$ cat src/rtl/uart_pkg.sv
// Shared UART definitions used by the receiver and the transmitter.
// Holds the frame FSM encoding, default word size and legal prescales.
package uart_pkg;

    typedef enum logic [2:0] {
        IDLE,
        START,
        DATA,
        PARITY,
        STOP
    } rx_state_e;

    localparam int UART_DATA_WIDTH = 8;

    localparam int unsigned UART_PRESCALE_8  = 8;
    localparam int unsigned UART_PRESCALE_16 = 16;
    localparam int unsigned UART_PRESCALE_32 = 32;

    function automatic logic prescale_legal(input logic [31:0] p);
        return (p == UART_PRESCALE_8)
            || (p == UART_PRESCALE_16)
            || (p == UART_PRESCALE_32);
    endfunction

endpackage

$ cat src/rtl/uart_rx_sampler.sv
// Per-bit edge counter and 3-sample majority voter for the UART receiver.
// bit_done marks the last tick of a bit; stop_tick marks the last vote sample.
module uart_rx_sampler #(
    parameter int PRESCALE_WIDTH = 6
) (
    input  logic                      clk,
    input  logic                      rst,
    input  logic                      cnt_en,
    input  logic [PRESCALE_WIDTH-1:0] ps,
    input  logic                      rx,
    output logic                      bit_value,
    output logic                      bit_done,
    output logic                      stop_tick
);

    logic [PRESCALE_WIDTH-1:0] edge_cnt_q, edge_cnt_d;
    logic                      s_lo_q, s_lo_d;
    logic                      s_mid_q, s_mid_d;
    logic                      s_hi_q, s_hi_d;
    logic [PRESCALE_WIDTH-1:0] half, t_lo, t_hi, t_end;
    logic                      s_hi;

    // Tick positions, counter advance and vote samples.
    always_comb begin
        half       = ps >> 1;
        t_lo       = half - PRESCALE_WIDTH'(1);
        t_hi       = half + PRESCALE_WIDTH'(1);
        t_end      = ps - PRESCALE_WIDTH'(1);
        edge_cnt_d = '0;
        if (cnt_en) begin
            edge_cnt_d = (edge_cnt_q == t_end) ? '0
                       : edge_cnt_q + PRESCALE_WIDTH'(1);
        end
        s_lo_d     = (edge_cnt_q == t_lo) ? rx : s_lo_q;
        s_mid_d    = (edge_cnt_q == half) ? rx : s_mid_q;
        s_hi_d     = (edge_cnt_q == t_hi) ? rx : s_hi_q;
        // The third sample is taken live so the stop bit resolves on its tick.
        s_hi       = (edge_cnt_q == t_hi) ? rx : s_hi_q;
        bit_value  = (s_lo_q & s_mid_q) | (s_lo_q & s_hi) | (s_mid_q & s_hi);
        bit_done   = (edge_cnt_q == t_end);
        stop_tick  = (edge_cnt_q == t_hi);
    end

    // Counter and sample registers.
    always_ff @(posedge clk) begin
        if (rst) begin
            edge_cnt_q <= '0;
            s_lo_q     <= 1'b1;
            s_mid_q    <= 1'b1;
            s_hi_q     <= 1'b1;
        end else begin
            edge_cnt_q <= edge_cnt_d;
            s_lo_q     <= s_lo_d;
            s_mid_q    <= s_mid_d;
            s_hi_q     <= s_hi_d;
        end
    end

endmodule

$ cat src/rtl/uart_rx.sv
// UART receiver: synchroniser, frame FSM, parity/stop checking and output.
// Frame settings are latched at the start edge and held for the frame.
module uart_rx
    import uart_pkg::*;
#(
    parameter int DATA_WIDTH     = UART_DATA_WIDTH,
    parameter int PRESCALE_WIDTH = 6
) (
    input  logic                      UART_RX_CLK,
    input  logic                      UART_RX_RST,
    input  logic                      RX_IN,
    input  logic                      PAR_EN,
    input  logic                      PAR_TYP,
    input  logic [PRESCALE_WIDTH-1:0] Prescale,
    output logic [DATA_WIDTH-1:0]     P_DATA,
    output logic                      data_valid,
    output logic                      par_err,
    output logic                      stop_err
);

    localparam int CNT_W = (DATA_WIDTH > 1) ? $clog2(DATA_WIDTH) : 1;

    rx_state_e                 state_q, state_d;
    logic [1:0]                sync_q, sync_d;
    logic [CNT_W-1:0]          bit_cnt_q, bit_cnt_d;
    logic [DATA_WIDTH-1:0]     shift_q, shift_d;
    logic [DATA_WIDTH-1:0]     data_q, data_d;
    logic [PRESCALE_WIDTH-1:0] ps_q, ps_d;
    logic                      par_en_q, par_en_d;
    logic                      par_typ_q, par_typ_d;
    logic                      par_bad_q, par_bad_d;
    logic                      valid_q, valid_d;
    logic                      perr_q, perr_d;
    logic                      serr_q, serr_d;
    logic [PRESCALE_WIDTH-1:0] ps_in;
    logic                      rx_s;
    logic                      cnt_en;
    logic                      bit_value, bit_done, stop_tick;

    assign rx_s       = sync_q[1];
    assign P_DATA     = data_q;
    assign data_valid = valid_q;
    assign par_err    = perr_q;
    assign stop_err   = serr_q;

    uart_rx_sampler #(
        .PRESCALE_WIDTH (PRESCALE_WIDTH)
    ) u_sampler (
        .clk       (UART_RX_CLK),
        .rst       (UART_RX_RST),
        .cnt_en    (cnt_en),
        .ps        (ps_q),
        .rx        (rx_s),
        .bit_value (bit_value),
        .bit_done  (bit_done),
        .stop_tick (stop_tick)
    );

    // Next-state, data path and one-cycle result pulses.
    always_comb begin
        sync_d    = {sync_q[0], RX_IN};
        state_d   = state_q;
        bit_cnt_d = bit_cnt_q;
        shift_d   = shift_q;
        data_d    = data_q;
        ps_d      = ps_q;
        par_en_d  = par_en_q;
        par_typ_d = par_typ_q;
        par_bad_d = par_bad_q;
        valid_d   = 1'b0;
        perr_d    = 1'b0;
        serr_d    = 1'b0;
        ps_in     = prescale_legal(32'(Prescale)) ? Prescale
                  : PRESCALE_WIDTH'(UART_PRESCALE_8);
        unique case (state_q)
            IDLE: begin
                if (!rx_s) begin
                    state_d   = START;
                    ps_d      = ps_in;
                    par_en_d  = PAR_EN;
                    par_typ_d = PAR_TYP;
                    par_bad_d = 1'b0;
                    bit_cnt_d = '0;
                end
            end
            START: begin
                if (bit_done) begin
                    state_d   = bit_value ? IDLE : DATA;
                    bit_cnt_d = '0;
                end
            end
            DATA: begin
                if (bit_done) begin
                    shift_d = {bit_value, shift_q[DATA_WIDTH-1:1]};
                    if (bit_cnt_q == CNT_W'(DATA_WIDTH - 1)) begin
                        state_d   = par_en_q ? PARITY : STOP;
                        bit_cnt_d = '0;
                    end else begin
                        bit_cnt_d = bit_cnt_q + CNT_W'(1);
                    end
                end
            end
            PARITY: begin
                if (bit_done) begin
                    par_bad_d = bit_value != ((^shift_q) ^ par_typ_q);
                    state_d   = STOP;
                end
            end
            STOP: begin
                if (stop_tick) begin
                    state_d = IDLE;
                    serr_d  = !bit_value;
                    perr_d  = par_bad_q;
                    valid_d = bit_value && !par_bad_q;
                    if (bit_value && !par_bad_q) begin
                        data_d = shift_q;
                    end
                end
            end
            default: state_d = IDLE;
        endcase
        cnt_en = (state_d != IDLE);
    end

    // State and data registers.
    always_ff @(posedge UART_RX_CLK) begin
        if (UART_RX_RST) begin
            state_q   <= IDLE;
            sync_q    <= 2'b11;
            bit_cnt_q <= '0;
            shift_q   <= '0;
            data_q    <= '0;
            ps_q      <= PRESCALE_WIDTH'(UART_PRESCALE_8);
            par_en_q  <= 1'b0;
            par_typ_q <= 1'b0;
            par_bad_q <= 1'b0;
            valid_q   <= 1'b0;
            perr_q    <= 1'b0;
            serr_q    <= 1'b0;
        end else begin
            state_q   <= state_d;
            sync_q    <= sync_d;
            bit_cnt_q <= bit_cnt_d;
            shift_q   <= shift_d;
            data_q    <= data_d;
            ps_q      <= ps_d;
            par_en_q  <= par_en_d;
            par_typ_q <= par_typ_d;
            par_bad_q <= par_bad_d;
            valid_q   <= valid_d;
            perr_q    <= perr_d;
            serr_q    <= serr_d;
        end
    end

endmodule

$ cat config.mk
export PLATFORM = sky130hd
export DESIGN_NAME = uart_rx
export DESIGN_NICKNAME = d
export VERILOG_FILES = /design/src/rtl/uart_pkg.sv /design/src/rtl/uart_rx_sampler.sv /design/src/rtl/uart_rx.sv
export SDC_FILE = /design/constraint.sdc
export NUM_CORES = 1
export LEC_CHECK = 0
export CELL_PAD_IN_SITES_DETAIL_PLACEMENT = 1
export CELL_PAD_IN_SITES_GLOBAL_PLACEMENT = 1
export CORE_MARGIN = 5
export CORE_UTILIZATION = 54
export CTS_BUF_LIST = sky130_fd_sc_hd__clkbuf_8
export DETAILED_ROUTE_END_ITERATION = 10
export DONT_BUFFER_PORTS = 1
export GPL_ROUTABILITY_DRIVEN = 0
export PLACE_DENSITY_LB_ADDON = 0.1
export SYNTH_ARGS = -nofsm -noshare
export SYNTH_HDL_FRONTEND = slang
export SYNTH_HIERARCHICAL = 1
export SYNTH_SLANG_ARGS = --single-unit
$ cat constraint.sdc
create_clock -name UART_RX_CLK -period 6.9 [get_ports UART_RX_CLK]
set_input_delay 1.725 -clock UART_RX_CLK [delete_from_list [all_inputs] [get_ports UART_RX_CLK]]
set_output_delay 1.725 -clock UART_RX_CLK [all_outputs]
set_load 0.05 [all_outputs]
==> run_results.csv <==
group,metric,value,unit
status,status,"finished clean",
synthesis,ys.flop_type,"dfxtp_1",
synthesis,synth_mux_area_share,9.31,%
synthesis,ys_ff_latch,45,
floorplanning,io-pin-count,22,
synthesis,synthXorXnorAreaFrac,13.2,%
detailed_routing,drc_errors,0,
detailed_routing,vias,1755,
finish,area_growth,3.07,%
clock_network,clockRootBuffer,"clkbuf_8",
synthesis,yosysSeqAreaShare,38.1,%
synthesis,synth_nets,278,
hold_path,hp-class,"reg -> reg",
detailed_routing,vias_per_cell,5.74,
synthesis,synth_area,0.00237,mm2
floorplanning,initial_core_util,55.1,%
worst_setup_path,worstSetupEndpointType,"flop",
timing,hold_viol,0,
placed_design,dp_hpwl,3590,um
synthesis,synth-edff-count,0,
clock_network,postCtsSetupBuffers,0,
synthesis,async_flop_share,0,%
synthesis,synthAdderAreaFrac,4.23,%
pwr,powerDensity,185,mW/mm2
clock_network,clk_pin_slew,90,ps
timing,worst_slew_pin_slew,636,ps
synthesis,netlist_top_cells_area,"dfxtp_1, mux2i_1, xnor2_1",
clock_network,clock_path_buffers,2,
detailed_routing,drtIter0Drc,72,
timing,finalCritPeriodShare,53.4,%
global_route,gr-usage-all-layers,17.9,%
global_route,antenna_found_initial,0,
timing,hold_ws,422,ps
clock_network,cts_resized,0,
detailed_routing,ant_nets,0,
worst_setup_path,required,7110,ps
clock_network,cts_tree,"done",
timing,slew_violations,0,
global_route,overflow,0,
worst_setup_path,r2r_slack,3210,ps
synthesis,yosys.area_share.simple,24.0,%
clock_network,clock_sinks,45,
synthesis,yosysWarningCount,6,
pwr,ir_worst_vdd,0.000156,V
timing,period_needed,3690,ps
clock_network,cts_made_buffers,5,
finish,finalNonFillerCells,306,
clock_network,clock_latency,310,ps
global_route,grt_pass1_vias,1785,
synthesis,ys_types,44,
finish,fillCellCount,503,
worst_setup_path,arrival,3890,ps
worst_setup_path,start_kind,"flop",
finish,antenna_cells,0,
synthesis,synth.largest_area_cell,"dfxtp_1",
placed_design,port_buffers,0,
clock_network,htreeDepth,2,
global_route,grt_pass1_wl,8570,um
finish,nets,272,
clock_network,hold_buffers,0,
floorplanning,design.core.area,0.00429,mm2
worst_setup_path,reg2reg_depth,11,
job,drv_cap,0,
synthesis,synth_cells,259,
synthesis,synth-compound-area-share,6.19,%
detailed_routing,routed_wl,4960,um
synthesis,synth_top_family_by_area,"simple AND/OR/NAND/NOR gates",
worst_setup_path,r2r_end,"P_DATA[2]$_SDFFE_PP0P_",
detailed_routing,wl_per_cell,16.2,um
timing,finalSetupTns,0,ps
floorplanning,die_h,76.2,um
synthesis,synth_most_common_cell,"dfxtp_1",
synthesis,yosys.area.top_type_share,38.1,%
pwr,total_leakage_power,0.928,nW
worst_setup_path,crit_path_end,"P_DATA[2]$_SDFFE_PP0P_",
placed_design,dp.cells,298,
timing,finalSetupViolCount,0,
worst_setup_path,critPathMaxFanout,10,
synthesis,synthTopCellsByCount,"dfxtp_1, nor2_1, xnor2_1",
floorplanning,die_w,76.2,um
worst_setup_path,worstSetupPathType,"reg -> reg",
floorplanning,die_area,0.00581,mm2
detailed_routing,drt_pass1_iterations,4,
global_route,grt_max_degree,39,
worst_setup_path,crit_start,"ps_q[2]$_SDFFE_PP0P_",
floorplanning,rows,24,
finish,drive_above_1_share,6.30,%
timing,finClkSkew,10.8,ps
synthesis,syn_area_per_cell,9.14,um2
timing,rsz0062_at_grt,"no",
worst_setup_path,r2r_start,"ps_q[2]$_SDFFE_PP0P_",
timing,slew_headroom,57.5,%
timing,max_freq,0.271,GHz
## power breakdown
group          switching [mW]  total [mW]  internal [mW]  leakage (nW)
combinational         0.00873      0.0164        0.00766         0.519
sequential            0.00375       0.265          0.262         0.363
clock                  0.0953       0.168         0.0731        0.0447
## routing by layer
metal	share of wire (%)	vias to the layer above	track usage, %
met5	0	-	0
met3	4.9	8	6.15
met1	47	853	23.4
met2	47	25	28.3
li1	-	869	-
met4	1.2	0	4.37
## worst min path at each step
stage	startpoint	slack, ps	cells after the start	end
finish	sync_q[0]$_SDFF_PP1_	420	1	sync_q[1]$_SDFF_PP1_
global route	sync_q[0]$_SDFF_PP1_	450	1	sync_q[1]$_SDFF_PP1_
CTS	sync_q[0]$_SDFF_PP1_	430	1	sync_q[1]$_SDFF_PP1_
detailed placement	sync_q[0]$_SDFF_PP1_	410	1	sync_q[1]$_SDFF_PP1_
global placement	sync_q[0]$_SDFF_PP1_	400	1	sync_q[1]$_SDFF_PP1_
floorplan	sync_q[0]$_SDFF_PP1_	390	1	sync_q[1]$_SDFF_PP1_
## metrics by stage
step / worst slack [ps] / utilization (%) / instance area, um2 / total power [mW]
final: 3210 / 56.8 / 2440 / 0.450
after global routing: 2930 / 56.8 / 2440 / 0.474
after CTS: 3200 / 56.8 / 2440 / 0.458
after detailed placement: 3240 / 54.6 / 2340 / 0.288
after global placement: 3250 / 54.6 / 2340 / 0.287
after floorplan: 3670 / - / 2370 / 0.287
## worst max-delay path, stage by stage (launching register included)
cell and delay (ps):
dfxtp_1 550, inv_1 140, ha_1 310, xnor2_1 210
nand2b_1 110, or4_4 440, or3b_1 400, a31oi_1 480
nor2b_1 260, nand4_2 360, mux2i_1 290, nor2_1 60
## layout by cell type (no fill, tap or decap), types with 6 or more instances in the layout
cell | Yosys | final
nor2_1 | 41 | 41
nor3_1 | 7 | 7
nand2_1 | 8 | 8
dfxtp_1 | 45 | 45
xnor2_1 | 23 | 23
mux2i_1 | 22 | 22
xor2_1 | 10 | 10
ha_1 | 8 | 8
nand3_1 | 9 | 9
inv_1 | 9 | 9
o21ai_0 | 6 | 6
a21oi_1 | 8 | 8
## state kept, by name, indices dropped and copies added (netlist names)
| register | flops |
|---|---|
| par_err | 1 |
| u_sampler/s_mid_q | 1 |
| u_sampler/edge_cnt_q | 6 |
| sync_q | 2 |
| P_DATA | 8 |
| data_valid | 1 |
| par_typ_q | 1 |
| state_q | 3 |
| stop_err | 1 |
| par_bad_q | 1 |
| u_sampler/s_hi_q | 1 |
| u_sampler/s_lo_q | 1 |
| bit_cnt_q | 3 |
| ps_q | 6 |
| par_en_q | 1 |
| shift_q | 8 |
## final cells by class
cell class	instances	area (um2)	share of cell area, %
flip-flops and latches	45	901	36.9
well taps	52	65.1	2.67
clock buffers	5	68.8	2.82
multi-input cells	192	1350	55.2
clock inverters	3	25.0	1.03
inverters	9	33.8	1.39
## cells by family after synthesis
group,after synthesis
and+or+nand+nor,104
adders and majority gates,8
buffers and inverters,22
AOI/OAI and AO/OA,24
muxes,22
xor gates and xnor gates,34
DFF,45
(Power assumes the default switching activity.)
